--- src/rtl/cluster_collector.sv ---
// Collects per-pass clusters from each partition priority encoder and snapshots them
// into one globally addressed, frame-consistent bus on encoder 0's final pass.
module cluster_collector #(
  parameter int NUM_ENCODERS         = 2,
  parameter int CLUSTERS_PER_ENCODER = 4,
  parameter int ENC_WIDTH            = 768,
  parameter int MXADRBITS            = 11,
  parameter int MXCNTBITS            = 3,
  parameter int OUTPUT_LATCH         = 0
) (
  input  logic                                                   clock,
  input  logic                                                   reset,
  input  logic                                                   latch_pulse,
  input  logic [NUM_ENCODERS*$clog2(CLUSTERS_PER_ENCODER)-1:0]   pass_in,
  input  logic [NUM_ENCODERS*MXADRBITS-1:0]                      enc_adr,
  input  logic [NUM_ENCODERS*MXCNTBITS-1:0]                      enc_cnt,
  input  logic [NUM_ENCODERS-1:0]                                enc_vpf,
  input  logic [NUM_ENCODERS-1:0]                                enc_more,
  output logic [NUM_ENCODERS*CLUSTERS_PER_ENCODER*MXADRBITS-1:0] adr_out,
  output logic [NUM_ENCODERS*CLUSTERS_PER_ENCODER*MXCNTBITS-1:0] cnt_out,
  output logic [NUM_ENCODERS*CLUSTERS_PER_ENCODER-1:0]           vpf_out,
  output logic                                                   latch_out,
  output logic                                                   overflow,
  output logic                                                   sync_err
);
  // state     | meaning
  // S_WAIT    | after reset or a snapshot; waiting for encoder 0 to start a frame (pass 0)
  // S_COLLECT | frame in progress; encoder 0's last pass triggers the snapshot

  localparam int NE  = NUM_ENCODERS;
  localparam int CPE = CLUSTERS_PER_ENCODER;
  localparam int PB  = $clog2(CPE);
  localparam int NS  = NE * CPE;
  localparam int AW  = MXADRBITS;
  localparam int CW  = MXCNTBITS;
  localparam logic [PB-1:0] LAST = PB'(CPE - 1);

  if (NE < 1 || CPE < 2 || NE * ENC_WIDTH > 2 ** AW) begin : g_param_err
    $error("cluster_collector: bad parameters (NE>=1, CPE>=2, NE*ENC_WIDTH<=2**MXADRBITS)");
  end

  typedef enum logic {S_WAIT = 1'b0, S_COLLECT = 1'b1} state_t;
  state_t state_q, state_d;

  logic [PB-1:0] pass0;
  logic          snap;
  assign pass0 = pass_in[PB-1:0];

  always_ff @(posedge clock) begin
    if (reset) state_q <= S_WAIT;
    else       state_q <= state_d;
  end

  always_comb begin
    state_d = state_q;
    case (state_q)
      S_WAIT:    if (pass0 == '0)  state_d = S_COLLECT;
      S_COLLECT: if (pass0 == LAST) state_d = S_WAIT;
      default:   state_d = S_WAIT;
    endcase
  end

  always_comb begin
    snap = 1'b0;
    if (state_q == S_COLLECT && pass0 == LAST) snap = 1'b1;
  end

  // The last pass is never stored: it is taken live at snapshot time.
  logic [AW-1:0] slot_adr [NE][CPE-1];
  logic [CW-1:0] slot_cnt [NE][CPE-1];
  logic          slot_vpf [NE][CPE-1];

  always_ff @(posedge clock) begin
    if (reset) begin
      for (int e = 0; e < NE; e++) begin
        for (int i = 0; i < CPE - 1; i++) begin
          slot_adr[e][i] <= '0;
          slot_cnt[e][i] <= '0;
          slot_vpf[e][i] <= 1'b0;
        end
      end
    end else begin
      for (int e = 0; e < NE; e++) begin
        for (int i = 0; i < CPE - 1; i++) begin
          if (pass_in[e*PB +: PB] == PB'(i)) begin
            slot_adr[e][i] <= enc_adr[e*AW +: AW];
            slot_cnt[e][i] <= enc_cnt[e*CW +: CW];
            slot_vpf[e][i] <= enc_vpf[e];
          end else if (latch_pulse) begin
            slot_vpf[e][i] <= 1'b0;
          end
        end
      end
    end
  end

  logic [NS*AW-1:0] adr_g;
  logic [NS*CW-1:0] cnt_g;
  logic [NS-1:0]    vpf_g;
  logic [NE-1:0]    pass_bad;
  logic             ovf_c, sync_c;

  for (genvar e = 0; e < NE; e++) begin : g_enc
    localparam logic [AW-1:0] OFS = AW'(e * ENC_WIDTH);
    assign pass_bad[e] = (pass_in[e*PB +: PB] != LAST);
    for (genvar i = 0; i < CPE; i++) begin : g_slot
      localparam int K = e * CPE + i;
      logic          v;
      logic [AW-1:0] a;
      logic [CW-1:0] c;
      if (i < CPE - 1) begin : g_reg
        assign v = slot_vpf[e][i];
        assign a = slot_adr[e][i];
        assign c = slot_cnt[e][i];
      end else begin : g_live
        assign v = enc_vpf[e];
        assign a = enc_adr[e*AW +: AW];
        assign c = enc_cnt[e*CW +: CW];
      end
      assign vpf_g[K]          = v;
      assign adr_g[K*AW +: AW] = v ? a + OFS : '0;
      assign cnt_g[K*CW +: CW] = v ? c : '0;
    end
  end

  assign ovf_c  = |(enc_more & enc_vpf);
  assign sync_c = |pass_bad;

  logic [NS*AW-1:0] adr_s1;
  logic [NS*CW-1:0] cnt_s1;
  logic [NS-1:0]    vpf_s1;
  logic             latch_s1, ovf_s1, sync_s1;

  always_ff @(posedge clock) begin
    if (reset) begin
      adr_s1   <= '0;
      cnt_s1   <= '0;
      vpf_s1   <= '0;
      latch_s1 <= 1'b0;
      ovf_s1   <= 1'b0;
      sync_s1  <= 1'b0;
    end else begin
      latch_s1 <= snap;
      ovf_s1   <= snap & ovf_c;
      sync_s1  <= snap & sync_c;
      if (snap) begin
        adr_s1 <= adr_g;
        cnt_s1 <= cnt_g;
        vpf_s1 <= vpf_g;
      end
    end
  end

  if (OUTPUT_LATCH != 0) begin : g_olatch
    logic [NS*AW-1:0] adr_s2;
    logic [NS*CW-1:0] cnt_s2;
    logic [NS-1:0]    vpf_s2;
    logic             latch_s2, ovf_s2, sync_s2;

    always_ff @(posedge clock) begin
      if (reset) begin
        adr_s2   <= '0;
        cnt_s2   <= '0;
        vpf_s2   <= '0;
        latch_s2 <= 1'b0;
        ovf_s2   <= 1'b0;
        sync_s2  <= 1'b0;
      end else begin
        latch_s2 <= latch_s1;
        ovf_s2   <= ovf_s1;
        sync_s2  <= sync_s1;
        if (latch_s1) begin
          adr_s2 <= adr_s1;
          cnt_s2 <= cnt_s1;
          vpf_s2 <= vpf_s1;
        end
      end
    end

    assign adr_out   = adr_s2;
    assign cnt_out   = cnt_s2;
    assign vpf_out   = vpf_s2;
    assign latch_out = latch_s2;
    assign overflow  = ovf_s2;
    assign sync_err  = sync_s2;
  end else begin : g_direct
    assign adr_out   = adr_s1;
    assign cnt_out   = cnt_s1;
    assign vpf_out   = vpf_s1;
    assign latch_out = latch_s1;
    assign overflow  = ovf_s1;
    assign sync_err  = sync_s1;
  end

endmodule
--- config.mk ---
export PLATFORM = sky130hd
export DESIGN_NAME = cluster_collector
export DESIGN_NICKNAME = d
export VERILOG_FILES = /design/src/rtl/cluster_collector.sv
export SDC_FILE = /design/constraint.sdc
export NUM_CORES = 1
export LEC_CHECK = 0
export ABC_AREA = 0
export BUFFER_PORTS_ARGS = -buffer_cell sky130_fd_sc_hd__buf_2
export CAP_MARGIN = 20
export CORE_UTILIZATION = 37
export CTS_BUF_LIST = sky130_fd_sc_hd__clkbuf_8
export CTS_CLUSTER_DIAMETER = 100
export DETAILED_ROUTE_END_ITERATION = 6
export SYNTH_ARGS = -nofsm -noshare
export SYNTH_HDL_FRONTEND = slang
export SYNTH_SLANG_ARGS = --single-unit
--- constraint.sdc ---
create_clock -name clock -period 3 [get_ports clock]
set_input_delay 0.3 -clock clock [delete_from_list [all_inputs] [get_ports clock]]
set_output_delay 0.3 -clock clock [all_outputs]
set_load 0.1 [all_outputs]
==> impl_metrics.py, run 1 <==
metrics = {
    "worst_setup_path": {
        "reg2reg_from": "state_q$_SDFF_PP0_",
        "crit_chain": "nand3_4 > buf_4 > nand2_1 > a21oi_1",
        "critPathLaunchType": "register",
        "cp.required_ns": 3.35,
        "path_class": "reg2reg",
        "worstReg2RegEnd": "adr_out[56]$_SDFFE_PP0P_",
        "critical-path-max-stage-delay_ns": 0.48,
        "slowest_stage": "nand3_4",
        "endpoint_kind": "register",
        "crit_path_max_fanout": 47,
        "rrSetupSlack_ns": 1.32,
        "reg2reg_depth": 4,
        "worstPathArrival_ns": 2.03,
    },
    "logic_synthesis": {
        "yosysWarnings": 0,
        "synth_xor_area_frac": 0.004449,
        "synth_mux_area_frac": 0,
        "synthTopCellsByArea": "edfxtp_1, dfxtp_1, a21oi_1, nand3_1, nand2_1",
        "yosysSeqAreaShare": 0.6572,
        "syn_avg_cell_area_um2": 10.36,
        "synth_simple_gate_area_frac": 0.2093,
        "syn_nets": 803,
        "synth_seq_cells": 214,
        "synthAdderAreaFrac": 0.007628,
        "synth_area_um2": 7874,
        "synth-compound-area-share": 0.08565,
        "synth_cell_types": 25,
        "yosysTopAreaCellShare": 0.3394,
        "synth_cells": 760,
        "synth_top_area_cell": "edfxtp_1",
        "synth_top_family_by_area": "simple AND/OR/NAND/NOR gates",
    },
    "timing": {
        "post-route-min-period_ns": 1.680,
        "finalSetupTns_ns": 0,
        "holdWs_ns": 0.03222,
        "rsz0062_at_grt": "no",
        "setup_viol": 0,
        "max_slew.worst_pin.slew_ns": 0.9834,
        "max_freq_mhz": 595.3,
        "finalClockSkew_ns": 0.02026,
        "slew_headroom": 0.3444,
        "fin_crit_sh": 0.5600,
        "hold_viol": 0,
        "slew_viol_final": 0,
    },
    "placement": {
        "dpl.hpwl_um": 12930,
        "routabilityCongestion": 0.7490,
        "port_buffers": 161,
    },
    "cells_and_area": {
        "fillCellCount": 2082,
        "fin_nets": 953,
        "drive_gt1_frac": 0.2335,
        "area_growth_pct": 21.21,
    },
    "floorplanning": {
        "chipHeight_um": 147.9,
        "die_area_um2": 21870,
        "placementRows": 53,
        "pin_count": 162,
        "initial_core_util": 0.3757,
        "core_area_um2": 20960,
        "die-width_um": 147.9,
    },
    "pwr": {
        "p_sw_frac": 0.2451,
        "internal_power_mw": 4.502,
        "combPwrFrac": 0.058,
        "power_density_nw_per_um2": 624.9,
        "leakagePower_nw": 3.789,
        "peakVddDrop_uv": 259.4,
        "clockPowerShare": 0.401,
        "p_seq_frac": 0.541,
        "switchingPower_mw": 1.462,
    },
    "clocking": {
        "tritoncts": "yes",
        "clock_path_buffers": 3,
        "clock_latency_ns": 0.52,
        "post_cts_buffers": 0,
        "cts_root_buf": "clkbuf_8",
        "clkSinkCount": 214,
        "hold_buffers": 0,
        "htreeDepth": 2,
        "ctsResizeCount": 0,
        "cts_buffers": 37,
        "clkTransAtPathRegs_ns": 0.06,
    },
    "route": {
        "num_vias": 5858,
        "drt-initial-drc-count": 350,
        "drc": 0,
        "wire_per_inst_um": 16.50,
        "firstDrtPassIters": 5,
        "routed_wl_um": 20040,
        "drtAntennaViolNets": 0,
        "via_per_inst": 4.825,
    },
    "worst_hold_path": {
        "min_path_type": "in2reg",
        "hold_end": "sync_err$_SDFF_PP0_",
        "hold_start": "pass_in[2]",
        "whs_path_depth": 2,
    },
    "grt": {
        "antenna_found_initial": 3,
        "grt_pass1_wl_um": 30990,
        "gr-usage-all-layers": 0.1837,
        "overflow": 0,
        "grt_pass1_vias": 5618,
        "grt_max_degree": 92,
    },
    "run": {
        "cap_violations": 0,
    },
    "outcome": {
        "status": "finished clean",
    },
}
-- final cells by class --
type                       instances  area [um^2]  area share
antenna                            1        2.502   0.0002622
clock buffer                      41        564.3     0.05912
clock inverter                    26        108.9     0.01141
inverter                           9        33.78    0.003540
multi-input combinational        479         2435      0.2551
sequential                       214         5175      0.5422
tap                              275        344.1     0.03605
timing repair buffer             169        880.8     0.09229
-- routing by layer --
metal  global-route usage  wire (um)  vias up
met1               0.2285       8449     2738
met2               0.3099       9798      174
met3              0.05123       1453       33
met5                    0         23        -
met4              0.05412        311        4
li1                     -          -     2909
-- cells in the final DEF, fill, tap and decap left out, drive strengths merged, types with 2 or more instances in the layout --
| master | n |
|---|---|
| xnor2 | 4 |
| inv | 26 |
| nand3 | 109 |
| a21oi | 123 |
| nand2 | 133 |
| clkbuf | 41 |
| nand3b | 5 |
| buf | 169 |
| nor3 | 6 |
| clkinvlp | 2 |
| edfxtp | 89 |
| clkinv | 7 |
| nand2b | 11 |
| a21o | 2 |
| dfxtp | 125 |
| nor2 | 6 |
| ha | 4 |
| and2 | 69 |
-- Yosys cell counts (all sizes together) --
| cell type | number |
|---|---|
| nand2 | 133 |
| dfxtp | 125 |
| a21oi | 123 |
| nand3 | 109 |
| edfxtp | 89 |
| and2 | 69 |
| clkbuf | 34 |
| buf | 24 |
| nand2b | 11 |
| inv | 9 |
| nor2 | 6 |
| nor3 | 6 |
| nand3b | 5 |
| ha | 4 |
| xnor2 | 4 |
| a21o | 2 |
| a211oi | 1 |
| a22oi | 1 |
| a31oi | 1 |
| and3 | 1 |
| maj3 | 1 |
| o21bai | 1 |
| or2 | 1 |
-- metrics by stage --
stage | setup slack (ns) | power, mW | utilization | area (um^2) | cells
floorplan | 1.179 | 3.509 | - | 7874 | 760
global placement | 1.038 | 3.636 | 0.4232 | 8869 | 1146
detailed placement | 1.037 | 3.642 | 0.4232 | 8869 | 1146
CTS | 1.276 | 6.045 | 0.4553 | 9542 | 1213
global route | 1.176 | 6.220 | 0.4553 | 9542 | 1213
finish | 1.320 | 5.964 | 0.4555 | 9544 | 1214
-- worst max-delay path, delay by kind of cell (launching register included) --
family | cells | cell delay, ns
AOI/OAI and AO/OA | 1 | 0.06
buffers and inverters | 1 | 0.46
DFF | 1 | 0.39
and+or+nand+nor | 2 | 0.59
-- worst max path at each step --
stage,start,endpoint,slack [ns],cells after the start
3_5_place_dp,reset,overflow$_SDFF_PP0_,1.04,3
3_3_place_gp,reset,overflow$_SDFF_PP0_,1.04,3
2_1_floorplan,reset,slot_adr[0][22]$_DFFE_PP_,1.18,4
5_1_grt,state_q$_SDFF_PP0_,adr_out[56]$_SDFFE_PP0P_,1.18,4
4_1_cts,state_q$_SDFF_PP0_,adr_out[56]$_SDFFE_PP0P_,1.28,4
6_report,state_q$_SDFF_PP0_,adr_out[56]$_SDFFE_PP0P_,1.32,4
-- sequential cells by signal (all words and copies together), names as in the netlist --
name	count
adr_out	88
latch_out	1
cnt_out	24
state_q	1
sync_err	1
vpf_out	8
slot_vpf	6
overflow	1
slot_adr	66
slot_cnt	18
-- cells by family (layout without fill, tap and decap cells) --
kind of cell | after synthesis | in the layout
buffers and inverters | 67 | 245
adders and majority gates | 5 | 5
AOI/OAI and AO/OA | 129 | 129
other | 0 | 1
and+or+nand+nor | 341 | 341
DFF | 214 | 214
xor gates and xnor gates | 4 | 4
-- power by group through the flow --
stage	clock network [mW]	logic, mW	registers, mW
final	2.39	0.346	3.23
after global routing	2.60	0.378	3.24
after CTS	2.46	0.352	3.23
after detailed placement	0	0.351	3.29
after global placement	0	0.349	3.29
after floorplan	0	0.172	3.34
Note: power is estimated with default switching activity, not from simulation.
==> run 2, diff against run 1 <==
==> constraint.sdc (replaced) <==
create_clock -name clock -period 1.7 [get_ports clock]
set_input_delay 0.17 -clock clock [delete_from_list [all_inputs] [get_ports clock]]
set_output_delay 0.17 -clock clock [all_outputs]
set_load 0.1 [all_outputs]
==> run 2 against run 1 <==
  * Clock-buffer cell count unchanged
  * Final area is 6.1% higher
  * Die area unchanged
  * Highest routed layer is now met4
  * Utilization increased by 2.8 points
  * Register-to-register slack got worse by 1.0 ns
  * Critical path depth up 2
  * Combinational power rose by 120%
  * Via count increased by 4.0%
  * Routed wire length grew 3.4%
  * Worst hold slack improved by 0.012 ns
  * First-iteration DRC count is 11% lower
  * Clock skew is 0.0097 ns lower
==> impl_metrics.py, run 2 (synthesis results as in run 1) <==
metrics = {
    "cells_and_area": {
        "area_growth_pct": 28.60,
        "fin_nets": 999,
        "fillCellCount": 2032,
        "diodes": 0,
        "final_cell_area_um2": 10130,
        "final_cell_mix": "buf_2, nand2_1, dfxtp_1, a21oi_1, nand3_1",
        "final_util": 0.4832,
        "largest_reg_flops": 88,
        "layout_commonest_cell": "buf_2",
        "drive_gt1_frac": 0.2421,
    },
    "route": {
        "routed_wl_um": 20710,
        "wire_per_inst_um": 16.46,
        "drtAntennaViolNets": 0,
        "firstDrtPassIters": 5,
        "num_vias": 6090,
        "via_per_inst": 4.841,
        "drc": 0,
        "drt-initial-drc-count": 310,
    },
    "worst_setup_path": {
        "crit_path_max_fanout": 5,
        "crit_top_cell": "dlygate4sd3_1",
        "crit_chain": "dlygate4sd3_1 > buf_2 > or2_2 > nand3b_1 > a21oi_1 > dlygate4sd3_1",
        "path_class": "in2reg",
        "rrSetupSlack_ns": 0.30,
        "worstPathArrival_ns": 1.97,
        "path_delay_family": "buffers and inverters",
        "critical-path-max-stage-delay_ns": 0.57,
        "critPathLaunchType": "input pin",
        "slowest_stage": "dlygate4sd3_1",
        "crit_buf_inv": 3,
        "endpoint_kind": "register",
        "cp.required_ns": 2.09,
    },
    "timing": {
        "slew_viol_final": 0,
        "setup_viol": 0,
        "finalSetupTns_ns": 0,
        "max_slew.worst_pin.slew_ns": 0.7481,
        "finalClockSkew_ns": 0.01058,
        "post-route-min-period_ns": 1.579,
        "slew_headroom": 0.4994,
        "fin_crit_sh": 0.9286,
        "hold_viol": 0,
        "rsz0062_at_grt": "no",
        "max_freq_mhz": 633.4,
    },
    "grt": {
        "grt_pass1_vias": 5930,
        "grt_max_degree": 81,
        "overflow": 0,
        "antenna_found_initial": 0,
        "grt_pass1_wl_um": 32190,
        "gr-usage-all-layers": 0.1908,
    },
    "clocking": {
        "clock_latency_ns": 0.51,
        "clkSinkCount": 214,
        "clkTransAtPathRegs_ns": 0.07,
        "clock_path_buffers": 3,
        "cts_root_buf": "clkbuf_8",
        "cts_buffers": 35,
        "post_cts_buffers": 0,
        "tritoncts": "yes",
        "htreeDepth": 2,
    },
    "run": {
        "cap_violations": 0,
    },
    "pwr": {
        "leakagePower_nw": 4.058,
        "peakVddDrop_uv": 527.1,
        "p_total_mw": 10.83,
        "power_density_nw_per_um2": 1069,
    },
    "floorplanning": {
        "core_area_um2": 20960,
        "placementRows": 53,
        "die-width_um": 147.9,
        "chipHeight_um": 147.9,
        "pin_count": 162,
        "initial_core_util": 0.3757,
        "die_area_um2": 21870,
    },
    "outcome": {
        "status": "finished clean",
    },
    "placement": {
        "placed_cell_area_um2": 9114,
        "port_buffers": 161,
        "dpl.hpwl_um": 13520,
        "routabilityCongestion": 0.7758,
    },
    "worst_hold_path": {
        "min_path_type": "in2reg",
    },
}
==> run 2: worst register-to-register path, cell delays in order (launching register included) <==
cell	delay, ns
dfxtp_2	0.50
nand3b_1	0.12
a21oi_1	0.16
dlygate4sd3_1	0.56
==> run 2: area by class of cell <==
cell class | count | area (um^2) | share of cell area
clock buffers | 41 | 564.3 | 0.05573
clock inverters | 23 | 126.4 | 0.01248
inverters | 9 | 33.78 | 0.003336
multi-input cells | 479 | 2435 | 0.2405
flip-flops and latches | 214 | 5176 | 0.5112
well taps | 275 | 344.1 | 0.03398
repair buffers | 217 | 1446 | 0.1428
==> run 2: stage by stage <==
step	instances	setup slack, ns	hold slack (ns)
after floorplan	760	0.008918	0.2693
final	1258	0.1213	0.04437
after global placement	1162	0.2812	0.4349
after global routing	1258	0.07157	0.04758
after CTS	1258	0.1221	0.01448
after detailed placement	1162	0.2346	0.4401
==> run 2: final timing paths <==
path / start / end / cells after the start
worst max-delay path: pass_in[3] / slot_vpf[1][2]$_SDFFE_PP0P_ / 6
worst min-delay path: reset / state_q$_SDFF_PP0_ / 2
worst max register to register: slot_vpf[1][2]$_SDFFE_PP0P_ / slot_vpf[1][2]$_SDFFE_PP0P_ / 3
worst min register to register: adr_out[76]$_SDFFE_PP0P_ / adr_out[76]$_SDFFE_PP0P_ / 2
==> run 2: power breakdown <==
group	switching, mW	internal [mW]	total [mW]
clock	2.04	2.36	4.40
combinational	0.513	0.249	0.762
sequential	0.0878	5.58	5.67
==> run 2: routing by layer <==
metal | GRT usage | share of wire | vias up
met4 | 0.07165 | 0.022 | 0
met5 | 0 | 0 | -
li1 | - | - | 2995
met1 | 0.2361 | 0.42 | 2874
met3 | 0.04444 | 0.067 | 41
met2 | 0.3231 | 0.49 | 180
==> run 2: timing repair <==
| action | 4_1_cts | 5_1_grt |
|---|---|---|
| hold endpoints to repair | 58 | 0 |
| hold buffers | 32 | 0 |
| setup endpoints to repair | 0 | 1 |
| resized for setup | 0 | 1 |
==> run 3, diff against run 2 <==
--- a/config.mk
+++ b/config.mk
@@ -6,12 +6,13 @@
 export NUM_CORES = 1
 export LEC_CHECK = 0
 export ABC_AREA = 0
-export BUFFER_PORTS_ARGS = -buffer_cell sky130_fd_sc_hd__buf_2
+export BUFFER_PORTS_ARGS = -buffer_cell sky130_fd_sc_hd__buf_4
 export CAP_MARGIN = 20
 export CORE_UTILIZATION = 37
 export CTS_BUF_LIST = sky130_fd_sc_hd__clkbuf_8
 export CTS_CLUSTER_DIAMETER = 100
 export DETAILED_ROUTE_END_ITERATION = 6
+export SETUP_SLACK_MARGIN = 0.15
 export SYNTH_ARGS = -nofsm -noshare
 export SYNTH_HDL_FRONTEND = slang
 export SYNTH_SLANG_ARGS = --single-unit
==> run 3 against run 2 <==
  * Worst setup slack better by 0.12 ns
  * Highest routed layer unchanged
  * Power up 4.7%
  * Clock skew up 0.0062 ns
  * Worst hold slack worse by 0.0051 ns
  * Critical endpoint is now slot_adr[1][30]$_SDFFCE_PP0P_
  * Die area unchanged
  * Clock-buffer cell count up 10
  * Non-clock buffer count down 1
  * First-iteration DRC count up 22%
  * Combinational power up 2.9%
==> impl_metrics.py, run 3 (synthesis results as in run 1) <==
metrics = {
    "cells_and_area": {
        "diodes": 0,
        "layout_commonest_cell": "buf_4",
        "fillCellCount": 1968,
        "final_util": 0.5062,
        "multi_input_area_um2": 2441,
        "final_cell_mix": "buf_4, nand2_1, dfxtp_1, a21oi_1, nand3_1",
        "area_growth_pct": 34.70,
        "regArea_um2": 5175,
        "final_cell_area_um2": 10610,
        "largest_reg_flops": 88,
        "fin_nets": 1001,
        "drive_gt1_frac": 0.2460,
    },
    "worst_setup_path": {
        "path_class": "in2reg",
        "endpoint_kind": "register",
        "reg2reg_from": "state_q$_SDFF_PP0_",
        "crit_path_max_fanout": 11,
        "slowest_stage": "dlygate4sd3_1",
        "critical-path-max-stage-delay_ns": 0.55,
        "crit_chain": "dlygate4sd3_1 > buf_4 > or2_2 > nand2b_1 > buf_12",
        "crit_buf_inv": 3,
        "reg2reg_depth": 4,
        "worstReg2RegEnd": "adr_out[41]$_SDFFE_PP0P_",
        "rrSetupSlack_ns": 0.27,
        "worstPathArrival_ns": 1.67,
        "path_delay_family": "buffers and inverters",
        "cp.required_ns": 1.92,
        "critPathLaunchType": "input pin",
    },
    "route": {
        "num_vias": 6078,
        "routed_wl_um": 20680,
        "drtAntennaViolNets": 0,
        "via_per_inst": 4.812,
        "drt-initial-drc-count": 379,
        "drc": 0,
        "firstDrtPassIters": 4,
        "wire_per_inst_um": 16.38,
    },
    "placement": {
        "routabilityCongestion": 0.7237,
        "port_buffers": 161,
        "dpl.hpwl_um": 13490,
        "placed_cell_area_um2": 9450,
    },
    "worst_hold_path": {
        "min_path_type": "in2reg",
        "hold_start": "pass_in[0]",
        "hold_end": "state_q$_SDFF_PP0_",
        "whs_path_depth": 3,
    },
    "timing": {
        "setup_viol": 0,
        "finalSetupTns_ns": 0,
        "post-route-min-period_ns": 1.458,
        "hold_viol": 0,
        "rsz0062_at_grt": "no",
        "fin_crit_sh": 0.8574,
        "slew_headroom": 0.4720,
        "slew_viol_final": 0,
        "finalClockSkew_ns": 0.01677,
        "max_freq_mhz": 686.1,
        "max_slew.worst_pin.slew_ns": 0.7891,
    },
    "floorplanning": {
        "chipHeight_um": 147.9,
        "placementRows": 53,
        "pin_count": 162,
        "core_area_um2": 20960,
        "initial_core_util": 0.3757,
        "die_area_um2": 21870,
        "die-width_um": 147.9,
    },
    "clocking": {
        "cts_buffers": 38,
        "clock_path_buffers": 3,
        "clkTransAtPathRegs_ns": 0.06,
        "tritoncts": "yes",
        "clock_latency_ns": 0.51,
        "cts_root_buf": "clkbuf_8",
        "clkSinkCount": 214,
        "htreeDepth": 2,
    },
    "grt": {
        "grt_pass1_wl_um": 32040,
        "antenna_found_initial": 0,
        "gr-usage-all-layers": 0.1885,
        "use_met3": 0.03981,
        "grt_use_met2": 0.2922,
        "met1_usage": 0.2586,
        "grt_pass1_vias": 5932,
        "top_usage_layer": "met2",
        "overflow": 0,
        "grt_max_degree": 70,
    },
    "pwr": {
        "power_density_nw_per_um2": 1069,
        "p_total_mw": 11.34,
        "leakagePower_nw": 4.104,
        "peakVddDrop_uv": 520.4,
    },
    "run": {
        "cap_violations": 0,
    },
    "outcome": {
        "status": "finished clean",
    },
}
## run 3: cell count changes in the layout (fill, tap and decap cells not counted), sizes merged
cell         change
buf              -3
clkbuf          +10
clkinv           -3
dlygate4sd3      +2
inv              -1
## run 3: what timing repair did
item                                    CTS  global route
hold buffers                             34             0
buffers inserted                          0             1
endpoints found under the setup margin    0            37
hold endpoints to repair                100             0
resized for setup                         0             1
## run 3: metrics by stage
| stage | instances | worst slack, ns | hold WS, ns |
|---|---|---|---|
| after CTS | 1262 | 0.1992 | 0.01279 |
| after global routing | 1263 | 0.1531 | 0.03133 |
| after detailed placement | 1158 | 0.1672 | 0.4020 |
| final | 1263 | 0.2424 | 0.03927 |
| after floorplan | 760 | 0.1787 | 0.2693 |
| after global placement | 1158 | 0.2007 | 0.3976 |
## run 3: worst max-delay path by stage
stage                                    end                from  cells after the start
5_1_grt             adr_out[61]$_SDFFE_PP0P_  state_q$_SDFF_PP0_                      4
2_1_floorplan      slot_adr[0][22]$_DFFE_PP_               reset                      4
3_3_place_gp    slot_cnt[1][3]$_SDFFCE_PN0P_          pass_in[3]                      4
3_5_place_dp    slot_cnt[1][5]$_SDFFCE_PN0P_          pass_in[3]                      4
4_1_cts         slot_adr[1][2]$_SDFFCE_PN0P_          pass_in[2]                      5
6_report       slot_adr[1][30]$_SDFFCE_PP0P_          pass_in[2]                      5
## run 3: final cells by class
type,count,area share
Multi-Input combinational cell,479,0.2302
Timing Repair Buffer,216,0.1703
Clock inverter,19,0.009791
Tap cell,275,0.03244
Clock buffer,51,0.06618
Inverter,9,0.003185
Sequential cell,214,0.4879
## run 3: tightest hold or removal path: cells and delay by family
family | cells | cell delay, ns
adders and majority gates | 1 | 0.16
and+or+nand+nor | 1 | 0.04
buffers and inverters | 1 | 0.14
## run 3: power by group
| group | internal [mW] | switching (mW) |
|---|---|---|
| combinational | 0.275 | 0.510 |
| sequential | 5.58 | 0.0952 |
| clock | 2.83 | 2.05 |
| total | 8.68 | 2.66 |
## run 3: routing by layer
metal / vias to the layer above / routed length (um)
li1: 3003 / -
met1: 2878 / 9534
met2: 161 / 9445
met3: 36 / 1260
met4: 0 / 442
met5: - / 0
